--- config.mk ---
export PLATFORM = sky130hd
export DESIGN_NAME = ll8_to_fifo36
export DESIGN_NICKNAME = d
export VERILOG_FILES = /design/src/rtl/ll8_to_fifo36.sv
export SDC_FILE = /design/constraint.sdc
export NUM_CORES = 1
export LEC_CHECK = 0
export BUFFER_PORTS_ARGS = -buffer_cell sky130_fd_sc_hd__buf_2
export CAP_MARGIN = 0
export CORE_UTILIZATION = 59
export DETAILED_ROUTE_END_ITERATION = 10
export GPL_ROUTABILITY_DRIVEN = 0
export HOLD_SLACK_MARGIN = 0.1
export PLACE_DENSITY = 0.85
export SETUP_SLACK_MARGIN = 0.05
export SKIP_LAST_GASP = 1
export SLEW_MARGIN = 20
export SYNTH_ARGS = -nofsm -noshare
export SYNTH_HDL_FRONTEND = slang
export SYNTH_SLANG_ARGS = --single-unit
--- constraint.sdc ---
create_clock -name clk -period 5.05 [get_ports clk]
set_clock_uncertainty 0.15 [all_clocks]
set_input_delay 1.01 -clock clk [delete_from_list [all_inputs] [get_ports clk]]
set_output_delay 1.01 -clock clk [all_outputs]
set_load 0.01 [all_outputs]
--- src/rtl/ll8_to_fifo36.sv ---
// Packs an 8-bit LocalLink byte stream big-endian into 36-bit fifo36 words
// carrying SOF, EOF and occupancy flags, with a single registered output word.
module ll8_to_fifo36 (
  input  logic        clk,
  input  logic        reset,
  input  logic [7:0]  ll_data,
  input  logic        ll_sof,
  input  logic        ll_eof,
  input  logic        ll_src_rdy_i,
  output logic        ll_dst_rdy_o,
  output logic [35:0] dataout,
  output logic        src_rdy_o,
  input  logic        dst_rdy_i,
  output logic        error_o
);

  typedef enum logic {IDLE, PKT} state_t;

  state_t      r_state, w_nextState;
  logic [31:0] r_acc, w_nextAcc;
  logic [1:0]  r_bc, w_nextBc;
  logic        r_sofPend, w_nextSofPend;
  logic [35:0] r_dataout;
  logic        r_srcRdy;
  logic        r_error;

  logic        w_accept;
  logic        w_emit;
  logic        w_frameErr;
  logic [1:0]  w_lane;
  logic [2:0]  w_count;
  logic [31:0] w_base;
  logic [31:0] w_merged;
  logic        w_wordSof;

  // Input may advance whenever the output slot is empty or draining this cycle.
  assign ll_dst_rdy_o = ~reset & (~r_srcRdy | dst_rdy_i);
  assign w_accept     = ll_src_rdy_i & ll_dst_rdy_o;

  assign dataout   = r_dataout;
  assign src_rdy_o = r_srcRdy;
  assign error_o   = r_error;

  always_comb begin
    w_nextState   = r_state;
    w_nextAcc     = r_acc;
    w_nextBc      = r_bc;
    w_nextSofPend = r_sofPend;
    w_emit        = 1'b0;
    w_frameErr    = 1'b0;

    // An SOF byte always starts a fresh word at lane 0, discarding any partial.
    w_lane    = ll_sof ? 2'd0 : r_bc;
    w_base    = ll_sof ? 32'd0 : r_acc;
    w_merged  = w_base | ({ll_data, 24'd0} >> {w_lane, 3'b000});
    w_count   = {1'b0, w_lane} + 3'd1;
    w_wordSof = ll_sof | r_sofPend;

    if (w_accept) begin
      if (r_state == IDLE && !ll_sof) begin
        w_frameErr = 1'b1;
      end else begin
        if (r_state == PKT && ll_sof) begin
          w_frameErr = 1'b1;
        end
        w_emit      = (w_count == 3'd4) | ll_eof;
        w_nextState = ll_eof ? IDLE : PKT;
        if (w_emit) begin
          w_nextAcc     = 32'd0;
          w_nextBc      = 2'd0;
          w_nextSofPend = 1'b0;
        end else begin
          w_nextAcc     = w_merged;
          w_nextBc      = w_count[1:0];
          w_nextSofPend = w_wordSof;
        end
      end
    end
  end

  always_ff @(posedge clk) begin
    if (reset) begin
      r_state   <= IDLE;
      r_acc     <= 32'd0;
      r_bc      <= 2'd0;
      r_sofPend <= 1'b0;
      r_dataout <= 36'd0;
      r_srcRdy  <= 1'b0;
      r_error   <= 1'b0;
    end else begin
      r_state   <= w_nextState;
      r_acc     <= w_nextAcc;
      r_bc      <= w_nextBc;
      r_sofPend <= w_nextSofPend;
      r_error   <= w_frameErr;
      // Occupancy wraps so a full word reports 0.
      if (w_emit) begin
        r_dataout <= {w_count[1:0], ll_eof, w_wordSof, w_merged};
        r_srcRdy  <= 1'b1;
      end else if (dst_rdy_i) begin
        r_srcRdy  <= 1'b0;
      end
    end
  end

endmodule

==> reports/results.tsv <==
metric	value	unit
status	completed	
critical path cell sequence	buf_2 -> nor2_1 -> buf_2	
grt met1 use	0.369	
fin. max-slew vios	0	
DRC marker count from the first detailed-route iteration	260	
initial antenna violation count	0	
final setup violating endpoints	0	
post-synth top area share	0.498	
CTS resizes	0	
first-pass GRT wire length	11100	µm
Critical Path Max Stage Delay	0.57	ns
DP Cell Count	426	
I/O Buffers	52	
Most used DFF post-synth	dfxtp_1	
Syn Inst Count	337	
Power Density	326	mW/mm²
Worst-Skew Late Latency	0.34	ns
Combinational Power Share	0.060	
Via density	5.95	
final-report hold violation count	0	
wire length per cell	15.5	µm
starting density of the core	0.622	
Post-Layout Cell Count	441	
fillers	391	
fmax	332	MHz
WP data required	3.89	ns
VDD IR-drop max	253	µV
Nets	385	
number of buffers created by CTS	9	
layout cells sized above 1	0.254	
final wirelength	6820	µm
Detailed Place HPWL	4130	µm
GR Overflow Total	0	
Slew HR	0.351	
std cell rows	25	
#FFs+latches synth	74	
hold_buf cts	0	
FFs w/ async S/R, synth	0	
CP max stage cell	buf_2	
startpoint types	input pin	
GR peak layer	met2	
worst endpoint data arrival time	1.85	ns
final core occ	0.707	
Static Leakage	1.22	nW
Clk pin slew, worst setup/hold paths	0.06	ns
Die Y	73.0	µm
met3 GRT Util	0.0594	
Slew @ Worst Pin	0.971	ns
register area share after synthesis	0.498	
die footprint	0.00533	mm²
CP Class	input pin to output pin	
most common cell after layout, fill and taps aside	dfxtp_1	
clock group share of total power	0.403	
largest net degree at the start of global routing	67	
vias in the first global route	2306	
placeable core area	0.00479	mm²
Yosys cell types	32	
crit end category	output pin	
most frequent CP cell	buf_2	
Synth Net Count	352	
CTS tree	yes	
CTS Sinks	74	
max-cap violations	0	
area leader, netlist	dfxtp_1	
CTS H-tree lvls	3	
sw frac	0.232	
top cells by area in the synthesized netlist	dfxtp_1 50%, o32ai_1 8.5%, nand3_1 4.9%	
RSZ-0062 raised after global routing	no	
setup TNS	0	ns
clock tree buffer depth	2	
EDFF count, synth	0	
grt met2 use	0.422	
most frequent cells in the layout	74 x dfxtp_1, 52 x buf_2, 29 x nand3_1, 29 x o21ai_0, 29 x o32ai_1	
minimum clock period	3.01	ns
Psw	0.256	mW
post-synthesis average cell area	8.83	µm²
Remaining DRCs	0	
Global Route Usage Sum	0.276	
postcts setup bufs	0	
Mapped Area	0.00298	mm²
synth warn	0	
n_diodes	0	
IO Count	53	
crit-path max FO	42	
Die W	73.0	µm
Root Buffer	clkbuf_8	
final antenna-violating net count	0	
Via Count	2625	
Area Overhead vs Synth	13.7	%
part of the power in registers	0.537	
first-pass iteration count of the detailed router	4	
Final Cycle Share	0.596	
Hold Path Class	register to register	
Internal	0.846	mW
-- worst max-delay path, delay by kind of cell --
| family | cells | cell delay [ns] |
|---|---|---|
| buffers and inverters | 2 | 0.73 |
| and+or+nand+nor | 1 | 0.10 |
-- registers in the layout, summed over array words and instances (netlist names) --
name       count
r_bc           2
r_acc         32
src_rdy_o      1
r_sofPend      1
dataout       36
error_o        1
r_state        1
-- per-stage QoR --
| step | instance area [µm²] | hold WS, ns | power (mW) | setup slack (ns) |
|---|---|---|---|---|
| final | 3380 | 0.308 | 1.10 | 2.04 |
| after global routing | 3380 | 0.321 | 1.14 | 1.87 |
| after detailed placement | 3200 | 0.297 | 0.670 | 1.72 |
| after floorplan | 2980 | 0.286 | 0.648 | 2.36 |
| after global placement | 3200 | 0.294 | 0.668 | 1.82 |
| after CTS | 3380 | 0.306 | 1.10 | 2.02 |
-- routing by layer --
layer | wire length, µm | up-vias
met5 | 0 | -
li1 | - | 1285
met3 | 405 | 14
met2 | 3270 | 90
met1 | 2970 | 1236
met4 | 167 | 0
-- synthesized netlist by cell type (all sizes together), types with 2 or more instances --
cell type  instances
a21oi             22
a31o               8
a31oi             16
buf               12
clkbuf            21
dfxtp             74
inv               26
nand2             12
nand3             29
nor2               4
nor2b              4
nor3              21
o21ai             30
o31ai              2
o32ai             29
or2               16
or3                2
-- power by group through the flow --
stage | logic, mW | clock network [mW] | registers [mW]
floorplan | 0.0424 | 0 | 0.606
global placement | 0.0632 | 0 | 0.605
detailed placement | 0.0645 | 0 | 0.605
CTS | 0.0652 | 0.446 | 0.592
global route | 0.0717 | 0.477 | 0.592
finish | 0.0657 | 0.444 | 0.592
-- path summary, 6_finish.rpt --
| check | startpoint | to | slack, ns | cells past startpoint |
|---|---|---|---|---|
| setup reg to reg | r_bc[1]$_SDFFE_PP0P_ | dataout[5]$_SDFFE_PP0P_ | 2.60 | 4 |
| setup / recovery | reset | ll_dst_rdy_o | 2.04 | 3 |
| hold reg to reg | r_state$_SDFFE_PP0P_ | r_state$_SDFFE_PP0P_ | 0.31 | 2 |
| hold / removal | r_state$_SDFFE_PP0P_ | r_state$_SDFFE_PP0P_ | 0.31 | 2 |
-- cells by family (layout without fill, tap and decap cells) --
kind of cell,Yosys count,count (layout),share of synthesized area
AOI/OAI and AO/OA,112,112,0.250
DFF,74,74,0.498
adders and majority gates,1,1,0.00420
and+or+nand+nor,90,90,0.165
buffers and inverters,60,97,0.0832
-- cell type report --
class                      instances  area [µm²]  area share
timing repair buffer              55         283      0.0835
clock inverter                     2        37.5      0.0111
clock buffer                      13         149      0.0440
multi-input combinational        203        1250       0.369
inverter                          27         101      0.0299
sequential                        74        1480       0.438
tap                               67        83.8      0.0248
(Power assumes the default switching activity.)
